<file path="config.mk">
export PLATFORM = sky130hd
export DESIGN_NAME = min_search_ctrl
export DESIGN_NICKNAME = d
export VERILOG_FILES = /design/src/rtl/mfcc_amp_pkg.sv /design/src/rtl/min_search_ctrl.sv
export SDC_FILE = /design/constraint.sdc
export NUM_CORES = 1
export LEC_CHECK = 0
export BUFFER_PORTS_ARGS = -buffer_cell sky130_fd_sc_hd__clkbuf_2
export CORE_MARGIN = 4
export CORE_UTILIZATION = 35
export CTS_BUF_LIST = sky130_fd_sc_hd__clkbuf_4
export DETAILED_ROUTE_END_ITERATION = 8
export HOLD_SLACK_MARGIN = 0.05
export PLACE_DENSITY = 0.55
export SYNTH_ARGS = -nofsm -noshare
export SYNTH_HDL_FRONTEND = slang
export SYNTH_SLANG_ARGS = --single-unit
export TNS_END_PERCENT = 10
</file>
<file path="constraint.sdc">
create_clock -name clk -period 5.4 [get_ports clk]
set_clock_uncertainty 0.15 [all_clocks]
set_input_delay 0 -clock clk [delete_from_list [all_inputs] [get_ports clk]]
set_output_delay 0 -clock clk [all_outputs]
set_load 0.005 [all_outputs]
</file>
<file path="src/rtl/mfcc_amp_pkg.sv">
// -----------------------------------------------------------------------------
// mfcc_amp_pkg
// Shared definitions for the amplitude/magnitude stage controllers.
//   - state_e       : min-search controller FSM states
//   - EXP_*/MAN_*   : IEEE-754 single-precision field positions
//   - CMP_LATENCY_DEF : latency of the shared min comparator
//   - idx_width()   : index width for a given frame length (never zero)
// -----------------------------------------------------------------------------
package mfcc_amp_pkg;

  typedef enum logic [2:0] {
    IDLE    = 3'd0,
    ACCEPT  = 3'd1,
    WAIT    = 3'd2,
    CAPTURE = 3'd3,
    DONE    = 3'd4
  } state_e;

  // IEEE-754 single field positions; bit 31 (sign) is not part of magnitude
  localparam int EXP_MSB = 30;
  localparam int EXP_LSB = 23;
  localparam int MAN_MSB = 22;

  // Rising edges from operand change to valid comparator result
  localparam int CMP_LATENCY_DEF = 3;

  // Index field width; a 1-sample frame still needs a 1-bit field
  function automatic int idx_width(input int max_len);
    return (max_len > 1) ? $clog2(max_len) : 1;
  endfunction

endpackage

</file>
<file path="src/rtl/min_search_ctrl.sv">
// -----------------------------------------------------------------------------
// min_search_ctrl
// Reduces a streamed frame of IEEE-754 magnitudes to its minimum word and the
// index of that word, using an external (shared) multi-cycle min comparator.
//
// Ports:
//   clk, rst            : clock (rising edge), async active-high reset
//   in_valid/in_ready   : sample handshake; in_data sample, in_last frame end
//   cmp_a, cmp_b        : comparator operands (running min, candidate),
//                         held stable while the comparator works
//   cmp_result          : comparator output, returns cmp_a on a tie
//   out_valid/out_ready : result handshake; out_valid held until out_ready
//   out_min, out_index  : minimum word (bit-exact) and its zero-based index
//   out_count           : samples in the frame
//   out_trunc           : frame ended at MAX_LEN without in_last
//   busy                : frame in progress
// -----------------------------------------------------------------------------
module min_search_ctrl
  import mfcc_amp_pkg::*;
#(
  parameter int DATA_WIDTH  = 32,
  parameter int MAX_LEN     = 64,
  parameter int CMP_LATENCY = CMP_LATENCY_DEF,
  parameter int IDX_W       = idx_width(MAX_LEN)
) (
  input  logic                  clk,
  input  logic                  rst,
  input  logic                  in_valid,
  output logic                  in_ready,
  input  logic [DATA_WIDTH-1:0] in_data,
  input  logic                  in_last,
  output logic [DATA_WIDTH-1:0] cmp_a,
  output logic [DATA_WIDTH-1:0] cmp_b,
  input  logic [DATA_WIDTH-1:0] cmp_result,
  output logic                  out_valid,
  input  logic                  out_ready,
  output logic [DATA_WIDTH-1:0] out_min,
  output logic [IDX_W-1:0]      out_index,
  output logic [IDX_W:0]        out_count,
  output logic                  out_trunc,
  output logic                  busy
);

  localparam int CNT_W  = IDX_W + 1;
  localparam int WCNT_W = (CMP_LATENCY > 1) ? $clog2(CMP_LATENCY) : 1;
  localparam logic [CNT_W-1:0]  MAX_CNT  = CNT_W'(MAX_LEN);
  localparam logic [WCNT_W-1:0] WAIT_END = WCNT_W'(CMP_LATENCY - 1);

  state_e                  r_state;
  state_e                  w_state_nxt;
  logic [DATA_WIDTH-1:0]   r_min;
  logic [IDX_W-1:0]        r_idx;
  logic [IDX_W-1:0]        r_cand_idx;
  logic [CNT_W-1:0]        r_cnt;
  logic [WCNT_W-1:0]       r_wcnt;
  logic                    r_last;
  logic                    r_trunc;

  logic [CNT_W-1:0]        w_cnt_inc;
  logic                    w_hit_max;
  logic                    w_first_done;
  logic                    w_first_trunc;
  logic                    w_keep_min;
  logic [IDX_W-1:0]        w_cap_idx;

  assign in_ready = (r_state == IDLE) || (r_state == ACCEPT);
  assign busy     = (r_state != IDLE);

  // Counter bound, tie detection and captured index selection
  always_comb begin
    w_cnt_inc     = r_cnt + CNT_W'(1);
    w_hit_max     = (w_cnt_inc == MAX_CNT);
    // A one-sample frame needs no comparison at all
    w_first_done  = in_last || (MAX_LEN == 1);
    w_first_trunc = (MAX_LEN == 1) && !in_last;
    // Comparator echoes cmp_a on ties, so equality means the old minimum stays
    w_keep_min    = (cmp_result == cmp_a);
    if (w_keep_min) begin
      w_cap_idx = r_idx;
    end else begin
      w_cap_idx = r_cand_idx;
    end
  end

  // FSM state register
  always_ff @(posedge clk or posedge rst) begin
    if (rst) begin
      r_state <= IDLE;
    end else begin
      r_state <= w_state_nxt;
    end
  end

  // FSM next-state decode
  always_comb begin
    w_state_nxt = r_state;
    case (r_state)
      IDLE: begin
        if (in_valid) begin
          if (w_first_done) begin
            w_state_nxt = DONE;
          end else begin
            w_state_nxt = ACCEPT;
          end
        end else begin
          w_state_nxt = IDLE;
        end
      end
      ACCEPT: begin
        if (in_valid) begin
          w_state_nxt = WAIT;
        end else begin
          w_state_nxt = ACCEPT;
        end
      end
      WAIT: begin
        if (r_wcnt == WAIT_END) begin
          w_state_nxt = CAPTURE;
        end else begin
          w_state_nxt = WAIT;
        end
      end
      CAPTURE: begin
        if (r_last) begin
          w_state_nxt = DONE;
        end else begin
          w_state_nxt = ACCEPT;
        end
      end
      DONE: begin
        if (out_ready) begin
          w_state_nxt = IDLE;
        end else begin
          w_state_nxt = DONE;
        end
      end
      default: w_state_nxt = IDLE;
    endcase
  end

  // Datapath: running minimum, counters, comparator operands, result registers
  always_ff @(posedge clk or posedge rst) begin
    if (rst) begin
      r_min      <= '0;
      r_idx      <= '0;
      r_cand_idx <= '0;
      r_cnt      <= '0;
      r_wcnt     <= '0;
      r_last     <= 1'b0;
      r_trunc    <= 1'b0;
      cmp_a      <= '0;
      cmp_b      <= '0;
      out_valid  <= 1'b0;
      out_min    <= '0;
      out_index  <= '0;
      out_count  <= '0;
      out_trunc  <= 1'b0;
    end else begin
      case (r_state)
        IDLE: begin
          if (in_valid) begin
            r_min   <= in_data;
            r_idx   <= '0;
            r_cnt   <= CNT_W'(1);
            r_trunc <= w_first_trunc;
            if (w_first_done) begin
              out_valid <= 1'b1;
              out_min   <= in_data;
              out_index <= '0;
              out_count <= CNT_W'(1);
              out_trunc <= w_first_trunc;
            end
          end
        end
        ACCEPT: begin
          if (in_valid) begin
            cmp_a      <= r_min;
            cmp_b      <= in_data;
            r_cand_idx <= r_cnt[IDX_W-1:0];
            r_cnt      <= w_cnt_inc;
            r_last     <= in_last || w_hit_max;
            r_trunc    <= !in_last && w_hit_max;
            r_wcnt     <= '0;
          end
        end
        WAIT: begin
          r_wcnt <= r_wcnt + WCNT_W'(1);
        end
        CAPTURE: begin
          r_min <= cmp_result;
          r_idx <= w_cap_idx;
          if (r_last) begin
            out_valid <= 1'b1;
            out_min   <= cmp_result;
            out_index <= w_cap_idx;
            out_count <= r_cnt;
            out_trunc <= r_trunc;
          end
        end
        DONE: begin
          // Result fields return to zero once the result has been taken
          if (out_ready) begin
            out_valid <= 1'b0;
            out_min   <= '0;
            out_index <= '0;
            out_count <= '0;
            out_trunc <= 1'b0;
          end
        end
        default: begin
          r_wcnt <= '0;
        end
      endcase
    end
  end

endmodule

</file>
* Word-level counts from Yosys, hierarchy flattened *
Index checks and enable logic that the tools add are counted.

cells by class
  mux-type cells = 44
  equal/unequal tests = 12
  $add $sub $neg = 2
  reductions and logical operators = 15
  bitwise logic cells = 1

operators by type and width
  cell                 number
  $mux 32              5
  $pmux 32 s3          1
  $pmux 32 s2          1
  $mux 7               6
  $mux 6               6
  $eq 32x32->1         1
  $pmux 7 s3           1
  $pmux 6 s3           1
  $pmux 3 s5           1
  $pmux 7 s2           1
  $mux 3               4
  $pmux 6 s2           1
  $mux 1               10
  $ne 2x2->1 const B   5
  $add 7x1->7 const B  1
  $eq 7x7->1 const B   1
  $eq 3x2->1 const B   2
  $pmux 1 s3           2
  $pmux 2 s3           1
  $reduce_and 2->1     3
  $reduce_bool 3->1    2
  $reduce_and 5->1     1
  $mux 2               2
  $reduce_bool 2->1    2
  12 further kinds     13

word-level totals
  logic and storage cells = 89
  register bits = 169
  bits of input ports = 69
  output and inout bits = 113

* Logic depth before layout (Yosys ltp) *
Gate-level depths: netlist (run 1).

  word-level depth = 5
  depth in mapped cells = 9
  mapped depth without buffers = 6

* Worst setup path before layout (run 1) *
No wires, ideal clock.

  kind = flip-flop to flip-flop
  start = register r_state[1]
  end = register r_min[10]
  arrival = 1.582 ns
  setup time = 0.132 ns
  period minus slack after synthesis = 1.864 ns
  cell stages (with the launch flop) = 10
  path slack = 3.536 ns
  cells stage by stage = dfrtp_1 buf_6 nand2b_4 or2_1 buf_2 nor2_4 buf_6 buf_8 mux2i_1 o21ai_1

on the way
  cells in the longest elaborated chain, start to end = 3
  elaborated cells on any way between the ends = 6
  those cells by class = eq/ne: 2; mux: 1; reduce/logical: 3

ends and longest elaborated chain
  element                                                           RTL line                text
  start: declaration                                                min_search_ctrl.sv:49   state_e r_state;
  start signal: assignment                                          min_search_ctrl.sv:90   r_state <= w_state_nxt;
  $eq 3x2->1 / $logic_not 3->1 (equally long branches)              min_search_ctrl.sv:159  case (r_state)
  $reduce_bool 2->1 (no line) / $ne 2x2->1 (equally long branches)  -
  $reduce_and 2->1 (no line)                                        -
  end signal: assignment                                            min_search_ctrl.sv:162  r_min <= in_data;
  end signal: assignment                                            min_search_ctrl.sv:190  r_min <= cmp_result;
  end: declaration                                                  min_search_ctrl.sv:51   logic [DATA_WIDTH-1:0] r_min;

Several ways; a longest one is shown, not always the timed one.
A chain may end at the register's enable or synchronous reset.

* Worst setup path in the final report (run 1) *
  start = register r_state[0]
  end = register out_min[31]

on the way
  cells in the longest elaborated chain, start to end = 3
  elaborated cells on any way between the ends = 10
  those cells by class = eq/ne: 6; mux: 1; reduce/logical: 3

ends and longest elaborated chain
  element                                                           RTL line                text
  $eq 3x2->1, or another cell as far along                          min_search_ctrl.sv:159
  $ne 2x2->1 (no line) / $reduce_bool 3->1 (equally long branches)  -
  $reduce_and 5->1 (no line)                                        -
  end signal: assignment                                            min_search_ctrl.sv:168  out_min <= in_data;
  end signal: assignment                                            min_search_ctrl.sv:194  out_min <= cmp_result;
  end: declaration                                                  min_search_ctrl.sv:37   output logic [DATA_WIDTH-1:0] out_min,

Several ways; a longest one is shown, not always the timed one.

==> summary.md, run 1 <==
| Metric | Value |
|---|---|
| Status | complete, no violations |
| Initial DRC Count | 373 |
| CTS buffer count | 17 |
| Synthesis-to-layout area growth | 31.96% |
| GR Layer Usage met2 | 30.16% |
| DR pass1 iterations | 5 |
| Wire length per cell | 16.81 um |
| Worst ir drop on vdd | 220.6 uV |
| Worst Hold Class | in2reg |
| CTS tree | done |
| Non-Filler Instances | 1,356 |
| Htree depth | 4 |
| Crit Path Class | reg2reg |
| Remaining antenna violation count | 0 |
| Vias in the first global route | 6,434 |
| Die ar. | 24,180 um2 |
| Cells after synthesis | 806 |
| Rel. slew slack | 25.27% |
| GR Layer Usage met1 | 26.39% |
| Die Width | 155.5 um |
| LEAKAGE | 4.964 nW |
| Post-synth EDFFs | 0 |
| Net Sw Power | 1.906 mW |
| Worst R2R Start | r_state[0]$_DFF_PP0_ |
| Pwr per Cell Area | 476.5 nW/um2 |
| Placer Congestion | 0.8017 |
| Crit Path Max Fanout | 48 |
| Syn avg cell area | 9.446 um2 |
| Met3 Use GR | 3.561% |
| Register area share after synthesis | 55.55% |
| Delay-heaviest family, CP | simple AND/OR/NAND/NOR gates |
| Hpwl dp | 15,120 um |
| Min-Delay Startpoint | cmp_result[7] |
| Die Ht | 155.5 um |
| Clock Latency Late Sink | 560 ps |
| Post-layout min period | 3061 ps |
| Drt drc | 0 |
| GRT Resource Usage Total | 18.88% |
| Global route hottest layer | met2 |
| Post-CTS setup buffers | 0 |
| DRT Wirelength | 22,790 um |
| Grt ovf | 0 |
| Setup TNS | 0 ps |
| Layout cell share with drive strength beyond 1 | 21.85% |
| Register-to-Register Path Depth | 6 |
| Prevailing post-synth register cell | dfrtp_1 |
| CP startpoint | r_state[0]$_DFF_PP0_ |
| RSZ-0062 raised after global routing | false |
| Root buffer cell | clkbuf_4 |
| Synth Cell Area | 7614 um2 |
| WP data arrival | 3370 ps |
| Pin count of the biggest net entering global routing | 80 |
| Slowest CP cell | nor2_4 |
| Count of cell types in the netlist | 43 |
| Fin nets | 1,140 |
| Asr flop ratio synth | 100.0% |
| Slew @ Worst Pin | 1118 ps |
| Crit. End Element | flop |
| I/O pins | 182 |
| First-pass GRT wire length | 35,830 um |
| Reg-to-reg endpoint | out_min[31]$_DFFE_PP0P_ |
| Synth Net Count | 878 |
| Most frequent CP cell | nand2_1 |
| Clock share of power | 16.2% |
| Worst Path Buf+Inv | 1 |
| WP depth | 6 |
| Switch share | 39.81% |
| Worst setup endpoint | out_min[31]$_DFFE_PP0P_ |
| Initial Utilization | 35.88% |
| CTS Buffer Depth | 2 |
| Final Hold Viols | 0 |
| Clock transition at path regs | 150 ps |
| Clock sink count | 169 |
| Max Cap Viol | 0 |
| Vias per cell | 4.750 |
| Seq cells post-synth | 169 |
| Via Count | 6,441 |
| Final setup violation count | 0 |
| Placed cells | 1,219 |
| Final slew viol count | 0 |
| Combinational cell fraction of total power | 38.7% |
| Placeable Area | 21,220 um2 |
| Cell Chain, Critical Path | nand2_1, nor2_4, buf_4, nand2_1, a21boi_0, o21ai_0 |
| Flop pwr share | 45.1% |
| CP required | 5710 ps |
| FMAX | 326.7 MHz |
| CP Launch Type | flop |
| Final cycle utilization of the critical path | 56.69% |
| Yosys Warn Count | 0 |
| Initial antenna violation count | 1 |
| CP peak stage delay | 880 ps |
| Setup slack, reg-to-reg | 2340 ps |
| Int Pwr | 2.881 mW |
| Row count | 53 |
| Number of port buffers | 181 |
[how the worst min path moves through the flow]
| stage | endpoint | depth (start not counted) |
|---|---|---|
| floorplan | r_state[2]$_DFF_PP0_ | 1 |
| global placement | cmp_b[9]$_DFFE_PP0P_ | 2 |
| detailed placement | cmp_b[9]$_DFFE_PP0P_ | 2 |
| CTS | r_min[13]$_DFFE_PP0P_ | 4 |
| global route | r_min[0]$_DFFE_PP0P_ | 4 |
| finish | r_min[7]$_DFFE_PP0P_ | 4 |
[registers in the layout (all words and copies together), names as in the netlist]
name        cells
cmp_a          32
cmp_b          32
out_min        32
r_min          32
out_count       7
r_cnt           7
out_index       6
r_cand_idx      6
r_idx           6
r_state         3
r_wcnt          2
out_trunc       1
out_valid       1
r_last          1
r_trunc         1
[cell type report]
class / count / area, um2
sequential: 169 / 4229
multi-input combinational: 584 / 3152
antenna: 1 / 2.502
clock buffer: 19 / 142.6
inverter: 3 / 16.27
clock inverter: 12 / 151.4
tap: 275 / 344.1
timing repair buffer: 293 / 2009
fill: 2105 / 11170
[power groups by stage]
| stage | sequential (mW) | clock [mW] | combinational, mW |
|---|---|---|---|
| detailed placement | 2.19 | 0 | 1.82 |
| floorplan | 2.10 | 0 | 1.13 |
| finish | 2.16 | 0.777 | 1.85 |
| CTS | 2.16 | 0.807 | 1.89 |
| global route | 2.23 | 0.852 | 2.09 |
| global placement | 2.18 | 0 | 1.79 |
[per-stage QoR]
step	util (%)	power [mW]	area, um2	setup WS [ps]	hold WS [ps]
2_1_floorplan	-	3.230	7614	674.9	-53.97
6_report	47.35	4.787	10050	2339	97.01
3_5_place_dp	41.00	4.004	8700	2370	26.03
5_1_grt	47.35	5.177	10050	1978	66.76
3_3_place_gp	41.00	3.967	8700	2416	31.13
4_1_cts	47.33	4.858	10040	2331	50.78
[per-layer routing]
metal	vias up	share of wire [%]
met4	0	1.4
met3	17	4.8
met5	-	0
li1	3199	-
met2	162	47
met1	3063	47
[logic make-up (layout without fill, tap and decap cells)]
| family | count (synthesis) | in the layout | synth area share (%) |
|---|---|---|---|
| AOI/OAI and AO/OA | 142 | 142 | 11.32 |
| xor gates and xnor gates | 34 | 34 | 3.911 |
| adders and majority gates | 3 | 3 | 0.4931 |
| buffers and inverters | 53 | 327 | 3.550 |
| DFF | 169 | 169 | 55.55 |
| muxes | 38 | 38 | 5.094 |
| other | 0 | 1 | 0 |
| and+or+nand+nor | 367 | 367 | 20.08 |
[placed cells by master, fill, tap and decap left out, types with 7 or more instances in the layout]
master,n
nand2_1,309
clkbuf_2,181
dfrtp_1,169
dlygate4sd3_1,105
o21ai_0,56
xnor2_1,32
mux2i_1,32
a21boi_0,32
o21ai_1,20
clkbuf_4,19
a21oi_1,11
nand3_1,10
nor2_1,10
nand4_1,9
nor2b_1,7
buf_4,7
[synth_stat cells (7+ instances only)]
cell type / n / area, um2
a21boi_0: 32 / 240.2
o21ai_0: 56 / 280.3
xnor2_1: 32 / 280.3
clkbuf_1: 25 / 93.84
a21oi_1: 12 / 60.06
nand2_1: 310 / 1164
nor2b_1: 7 / 43.79
mux2i_1: 32 / 320.3
nor2_1: 11 / 41.29
buf_2: 18 / 90.09
nand3_1: 10 / 50.05
nand4_1: 9 / 56.30
dfrtp_1: 169 / 4229
o21ai_1: 20 / 100.1
[worst register-to-register path: cells and delay by family, from the launching register on]
family	cells	cell delay, ps
AOI/OAI and AO/OA	2	360
buffers and inverters	1	530
DFF	1	740
and+or+nand+nor	3	1210
[what timing repair did]
item	4_1_cts	5_1_grt
hold endpoints to repair	219	0
gates resized for setup	0	0
hold buffers	105	0
(Power assumes the default switching activity.)
==> run 2, diff against run 1 <==
PLACE_DENSITY = 0.57   (was 0.55)
clock period = 2.8 ns   (was 5.4 ns; I/O delays follow)
==> run 2 against run 1 <==
  * Global-route usage grew 0.83 points
  * Worst setup slack got worse by 2000 ps
  * Die area unchanged
  * Combinational power grew 110%
  * Critical path depth increased by 2
  * Register-to-register slack worse by 1800 ps
  * Total power is 96% higher
  * Non-clock buffer count increased by 22
  * Sequential power grew 91%
  * Utilization rose by 1.1 points
==> summary.md, run 2 (same netlist as run 1, synthesis figures left out) <==
| Metric | Value |
|---|---|
| Status | complete, no violations (unchanged) |
| Htree depth | 4 (unchanged) |
| Final Hold Viols | 0 (unchanged) |
| Hold EP | r_min[1]$_DFFE_PP0P_ (was r_min[7]$_DFFE_PP0P_) |
| Crit Path Max Fanout | 8 (was 48) |
| Clock Latency Late Sink | 570 ps (was 560 ps) |
| Most frequent cells in the layout | nand2_1 (309), clkbuf_2 (181), dfrtp_1 (169), dlygate4sd3_1 (116), o21ai_0 (56) (was nand2_1 (309), clkbuf_2 (181), dfrtp_1 (169), dlygate4sd3_1 (105), o21ai_0 (56)) |
| Crit. End Element | flop (unchanged) |
| # fillers | 2,060 (was 2,105) |
| Setup TNS | 0 ps (unchanged) |
| First-pass GRT wire length | 37,430 um (was 35,830 um) |
| Row count | 53 (unchanged) |
| Via Count | 6,590 (was 6,441) |
| Number of port buffers | 181 (unchanged) |
| Net Sw Power | 3.848 mW (was 1.906 mW) |
| Register-to-Register Path Depth | 5 (was 6) |
| Worst hold stages | 4 (unchanged) |
| Worst R2R Start | cmp_a[7]$_DFFE_PP0P_ (was r_state[0]$_DFF_PP0_) |
| Clock sink count | 169 (unchanged) |
| Clock share of power | 15.1% (was 16.2%) |
| FMAX | 407.6 MHz |
| Drt drc | 0 (unchanged) |
| Slowest CP cell | dlygate4sd3_1 (was nor2_4) |
| Worst Hold Class | in2reg (unchanged) |
| Int Pwr | 5.517 mW (was 2.881 mW) |
| Die ar. | 24,180 um2 (unchanged) |
| Die Ht | 155.5 um (unchanged) |
| Pwr per Cell Area | 910.9 nW/um2 (was 476.5 nW/um2) |
| Vias in the first global route | 6,633 (was 6,434) |
| Synthesis-to-layout area growth | 35.04% (was 31.96%) |
| Flop pwr share | 44.0% (was 45.1%) |
| CTS Buffer Depth | 2 (unchanged) |
| Wire length per cell | 17.17 um (was 16.81 um) |
| Rel. slew slack | 61.19% (was 25.27%) |
| CTS Hold Bufs | 114 (was 105) |
| Setup slack, reg-to-reg | 490 ps (was 2340 ps) |
| Pin count of the biggest net entering global routing | 77 (was 80) |
| Placer Congestion | 0.7662 (was 0.8017) |
| Switch share | 41.09% (was 39.81%) |
| Fin nets | 1,162 (was 1,140) |
| Non-Filler Instances | 1,378 (was 1,356) |
| CP Launch Type | input port (was flop) |
| Post-CTS setup buffers | 0 (unchanged) |
| Root buffer cell | clkbuf_4 (unchanged) |
| Placeable Area | 21,220 um2 (unchanged) |
| Min-Delay Startpoint | cmp_result[1] (was cmp_result[7]) |
| CTS tree | done (unchanged) |
| CTS buffer count | 17 (unchanged) |
| Reg-to-reg endpoint | r_idx[0]$_DFFE_PP0P_ (was out_min[31]$_DFFE_PP0P_) |
| # resized after CTS | 0 (unchanged) |
| Vias per cell | 4.782 (was 4.750) |
| Remaining antenna violation count | 0 (unchanged) |
| CP required | 3090 ps (was 5710 ps) |
| Cell Chain, Critical Path | dlygate4sd3_1, dlygate4sd3_1, clkbuf_2, xnor2_1, nand4_1, nor4_4, a21oi_2, mux2_2 (was nand2_1, nor2_4, buf_4, nand2_1, a21boi_0, o21ai_0) |
| Final setup violation count | 0 (unchanged) |
| Initial Utilization | 35.88% (unchanged) |
| Initial DRC Count | 402 (was 373) |
| Worst hold slack | 107.0 ps (was 97.01 ps) |
| Hpwl dp | 15,950 um (was 15,120 um) |
| Grt ovf | 0 (unchanged) |
| Initial antenna violation count | 1 (unchanged) |
| Final slew viol count | 0 (unchanged) |
| Total power | 9.365 mW (was 4.787 mW) |
| Layout cell share with drive strength beyond 1 | 22.50% (was 21.85%) |
| Max Cap Viol | 0 (unchanged) |
| DRT Wirelength | 23,660 um (was 22,790 um) |
| CP peak stage delay | 560 ps (was 880 ps) |
| Commonest non-fill, non-tap cell in the layout | nand2_1 (unchanged) |
| Post-layout min period | 2453 ps |
| LEAKAGE | 5.072 nW (was 4.964 nW) |
| RSZ-0062 raised after global routing | false (unchanged) |
| Crit Path Class | in2reg (was reg2reg) |
| DR pass1 iterations | 4 (was 5) |
| Most frequent CP cell | dlygate4sd3_1 (was nand2_1) |
| Die Width | 155.5 um (unchanged) |
| Slew @ Worst Pin | 580.1 ps (was 1118 ps) |
| Placed cells | 1,230 (was 1,219) |
| Clock transition at path regs | 170 ps (was 150 ps) |
| Combinational cell fraction of total power | 40.8% (was 38.7%) |
| Worst ir drop on vdd | 354.1 uV (was 220.6 uV) |
| GRT Resource Usage Total | 19.71% (was 18.88%) |
| WP data arrival | 2740 ps (was 3370 ps) |
| I/O pins | 182 (unchanged) |
| Final cycle utilization of the critical path | 87.62% |
-- run 2: how the worst max path moves through the flow --
stage                               start                    to  slack (ps)  depth (start not counted)
finish                      cmp_result[9]  r_idx[0]$_DFFE_PP0P_         350                          8
global route                cmp_result[9]  r_idx[2]$_DFFE_PP0P_         240                          8
CTS                  cmp_a[7]$_DFFE_PP0P_  r_idx[4]$_DFFE_PP0P_         490                          5
detailed placement  cmp_a[27]$_DFFE_PP0P_  r_idx[2]$_DFFE_PP0P_         510                          5
global placement    cmp_a[27]$_DFFE_PP0P_  r_idx[3]$_DFFE_PP0P_         540                          5
floorplan                             rst  cmp_a[0]$_DFFE_PP0P_         500                          1
-- run 2: final cells by class --
type	count	area [um2]	share of cell area, %
repair buffers	315	2265	22.03
multi-input cells	584	3157	30.70
clock buffers	17	127.6	1.241
diodes	1	2.502	0.02434
clock inverters	14	141.4	1.375
well taps	275	344.1	3.347
inverters	3	15.01	0.1460
flip-flops and latches	169	4229	41.13
-- run 2: power groups by stage --
stage | registers [mW] | clock network, mW | logic [mW]
after detailed placement | 4.16 | 0 | 3.73
after global routing | 4.26 | 1.56 | 4.27
final | 4.12 | 1.42 | 3.82
after floorplan | 4.05 | 0 | 2.17
after CTS | 4.12 | 1.47 | 3.88
after global placement | 4.14 | 0 | 3.66
-- run 2: critical path, delay by kind of cell --
family                    cells  cell delay, ps
AOI/OAI and AO/OA             1             210
xor gates and xnor gates      1             260
buffers and inverters         3            1230
muxes                         1             310
and+or+nand+nor               2             720
-- run 2: routing by layer --
| layer | share of wire (%) | routed length, um | up-vias | global-route usage (%) |
|---|---|---|---|---|
| met1 | 46 | 11000 | 3186 | 27.06 |
| met2 | 48 | 11310 | 161 | 32.35 |
| li1 | - | - | 3229 | - |
| met4 | 1.2 | 289 | 0 | 4.960 |
| met5 | 0 | 0 | - | 0 |
| met3 | 4.5 | 1063 | 14 | 3.700 |
-- run 2: stage by stage --
stage               cell area, um2  util [%]  setup WS (ps)
floorplan                     7617         -          495.3
global placement              8848     41.70          543.9
detailed placement            8848     41.70          510.7
CTS                          10260     48.34          486.8
global route                 10280     48.45          238.2
finish                       10280     48.45          346.6
==> run 3, diff against run 2 <==
CORE_UTILIZATION = 48   (was 35)
PLACE_DENSITY = 0.75   (was 0.57)
==> run 3 against run 2 <==
  * Global-route usage is 5.8 points higher
  * Clock-buffer cell count is 2 higher
  * Flip-flop and latch count did not move
  * Critical endpoint is now r_trunc$_DFFE_PP0P_
==> summary.md, run 3 (same netlist as run 1, synthesis figures left out) <==
| Metric | Value |
|---|---|
| Initial antenna violation count | 0 (was 1) |
| Total power | 9.585 mW (was 9.365 mW) |
| Slowest CP cell | dlygate4sd3_1 (unchanged) |
| Htree depth | 4 (unchanged) |
| Status | complete, no violations (unchanged) |
| Pin count of the biggest net entering global routing | 170 (was 77) |
| Worst Path Buf+Inv | 1 (was 3) |
| WP data arrival | 2960 ps (was 2740 ps) |
| Via Count | 6,786 (was 6,590) |
| Drt drc | 0 (unchanged) |
| Clock share of power | 17.4% (was 15.1%) |
| CTS buffer count | 17 (unchanged) |
| Wire length per cell | 17.29 um (was 17.17 um) |
| Number of port buffers | 181 (unchanged) |
| Flop pwr share | 43.2% (was 44.0%) |
| Vias per cell | 5.236 (was 4.782) |
| Register-to-Register Path Depth | 5 (unchanged) |
| # resized after CTS | 0 (unchanged) |
| LEAKAGE | 5.033 nW (was 5.072 nW) |
| Placer Congestion | 0.8363 (was 0.7662) |
| DRT Wirelength | 22,410 um (was 23,660 um) |
| I/O pins | 182 (unchanged) |
| Most frequent cells in the layout | nand2_1 (309), clkbuf_2 (181), dfrtp_1 (169), dlygate4sd3_1 (104), o21ai_0 (56) (was nand2_1 (309), clkbuf_2 (181), dfrtp_1 (169), dlygate4sd3_1 (116), o21ai_0 (56)) |
| Initial DRC Count | 575 (was 402) |
| Cell Chain, Critical Path | nand2b_4, nor2_1, nand2_2, o31ai_1, dlygate4sd3_1 (was dlygate4sd3_1, dlygate4sd3_1, clkbuf_2, xnor2_1, nand4_1, nor4_4, a21oi_2, mux2_2) |
| Rel. slew slack | 37.07% (was 61.19%) |
| Post-layout min period | 2627 ps (was 2453 ps) |
| Combinational cell fraction of total power | 39.4% (was 40.8%) |
| First-pass GRT wire length | 36,430 um (was 37,430 um) |
| WP depth | 5 (was 8) |
| CTS tree | done (unchanged) |
| CP peak stage delay | 590 ps (was 560 ps) |
| Final setup violation count | 0 (unchanged) |
| Final cycle utilization of the critical path | 93.82% (was 87.62%) |
| Die ar. | 17,940 um2 (was 24,180 um2) |
| Int Pwr | 5.833 mW (was 5.517 mW) |
| FMAX | 380.7 MHz (was 407.6 MHz) |
| Grt ovf | 0 (unchanged) |
| Commonest non-fill, non-tap cell in the layout | nand2_1 (unchanged) |
| Crit. End Element | flop (unchanged) |
| GRT Resource Usage Total | 25.50% (was 19.71%) |
| CP Launch Type | flop (was input port) |
| CP required | 3130 ps (was 3090 ps) |
| Crit Path Class | reg2reg (was in2reg) |
| Initial Utilization | 49.53% (was 35.88%) |
| Switch share | 39.15% (was 41.09%) |
| Worst Hold Class | in2async (was in2reg) |
| Net Sw Power | 3.752 mW (was 3.848 mW) |
| Fin nets | 1,146 (was 1,162) |
| Final Hold Viols | 0 (unchanged) |
| Layout cell share with drive strength beyond 1 | 22.40% (was 22.50%) |
| Setup slack, reg-to-reg | 170 ps (was 490 ps) |
| Row count | 45 (was 53) |
| ANT cells | 0 (was 1) |
| Clock sink count | 169 (unchanged) |
| DR pass1 iterations | 6 (was 4) |
| Clock Latency Late Sink | 560 ps (was 570 ps) |
| Delay-heaviest family, CP | simple AND/OR/NAND/NOR gates (was buffers and inverters) |
| Die Ht | 133.9 um (was 155.5 um) |
| Root buffer cell | clkbuf_4 (unchanged) |
| Worst ir drop on vdd | 489.1 uV (was 354.1 uV) |
| Slew @ Worst Pin | 944.0 ps (was 580.1 ps) |
| Placeable Area | 15,370 um2 (was 21,220 um2) |
| Max Cap Viol | 0 (unchanged) |
| Final slew viol count | 0 (unchanged) |
| Crit Path Max Fanout | 23 (was 8) |
| Setup TNS | 0 ps (unchanged) |
| Synthesis-to-layout area growth | 32.47% (was 35.04%) |
| Pwr per Cell Area | 950.4 nW/um2 (was 910.9 nW/um2) |
| Vias in the first global route | 6,835 (was 6,633) |
| Remaining antenna violation count | 0 (unchanged) |
| Clock transition at path regs | 150 ps (was 170 ps) |
| RSZ-0062 raised after global routing | false (unchanged) |
| Hpwl dp | 13,840 um (was 15,950 um) |
| Die Width | 133.9 um (was 155.5 um) |
| CTS Buffer Depth | 2 (unchanged) |
run 3: worst min-delay path: stages:
cell and delay, ps:
dlygate4sd3_1 540, clkbuf_2 130, clkinvlp_4 80, buf_12 570
run 3: final cells by class:
class,count,area (um2)
Multi-Input combinational cell,584,3152
Clock buffer,19,142.6
Timing Repair Buffer,299,2090
Sequential cell,169,4229
Inverter,3,15.01
Tap cell,211,264.0
Clock inverter,11,193.9
Fill cell,1207,5285
run 3: power groups by stage:
stage,registers (mW),clock network [mW],logic (mW)
2_1_floorplan,4.05,0,2.17
3_3_place_gp,4.13,0,3.53
3_5_place_dp,4.15,0,3.62
4_1_cts,4.11,1.70,3.76
5_1_grt,4.26,1.81,4.24
6_report,4.14,1.67,3.78
run 3: path summary, 6_finish.rpt:
kind / start / end
max: r_state[1]$_DFF_PP0_ / r_trunc$_DFFE_PP0P_
min: rst / out_min[9]$_DFFE_PP0P_
max reg2reg: r_state[1]$_DFF_PP0_ / r_trunc$_DFFE_PP0P_
min reg2reg: r_min[14]$_DFFE_PP0P_ / cmp_a[14]$_DFFE_PP0P_
max in group asynchronous: rst / cmp_a[4]$_DFFE_PP0P_
min in group clk: cmp_result[22] / r_min[22]$_DFFE_PP0P_
run 3: timing repair:
action,in CTS,in global routing
setup buffers,0,0
endpoints found under the hold margin,294,1
hold buffers,103,1
run 3: metal layers:
metal | up-vias | part of all wire (%) | global-route usage [%]
met4 | 0 | 3.3 | 10.00
met2 | 261 | 48 | 41.04
met3 | 57 | 6.5 | 6.377
met5 | - | 0 | 0
li1 | 3201 | - | -
met1 | 3267 | 42 | 33.37
run 3: stage by stage:
stage	instances	setup WS [ps]	hold slack, ps	utilization [%]	instance area (um2)
3_3_place_gp	1162	480.7	78.54	56.65	8708
3_5_place_dp	1162	455.8	83.67	56.65	8708
5_1_grt	1296	6.745	73.53	65.62	10090
6_report	1296	173.1	36.03	65.62	10090
2_1_floorplan	806	495.3	-53.97	-	7617
4_1_cts	1295	210.0	50.80	65.55	10080
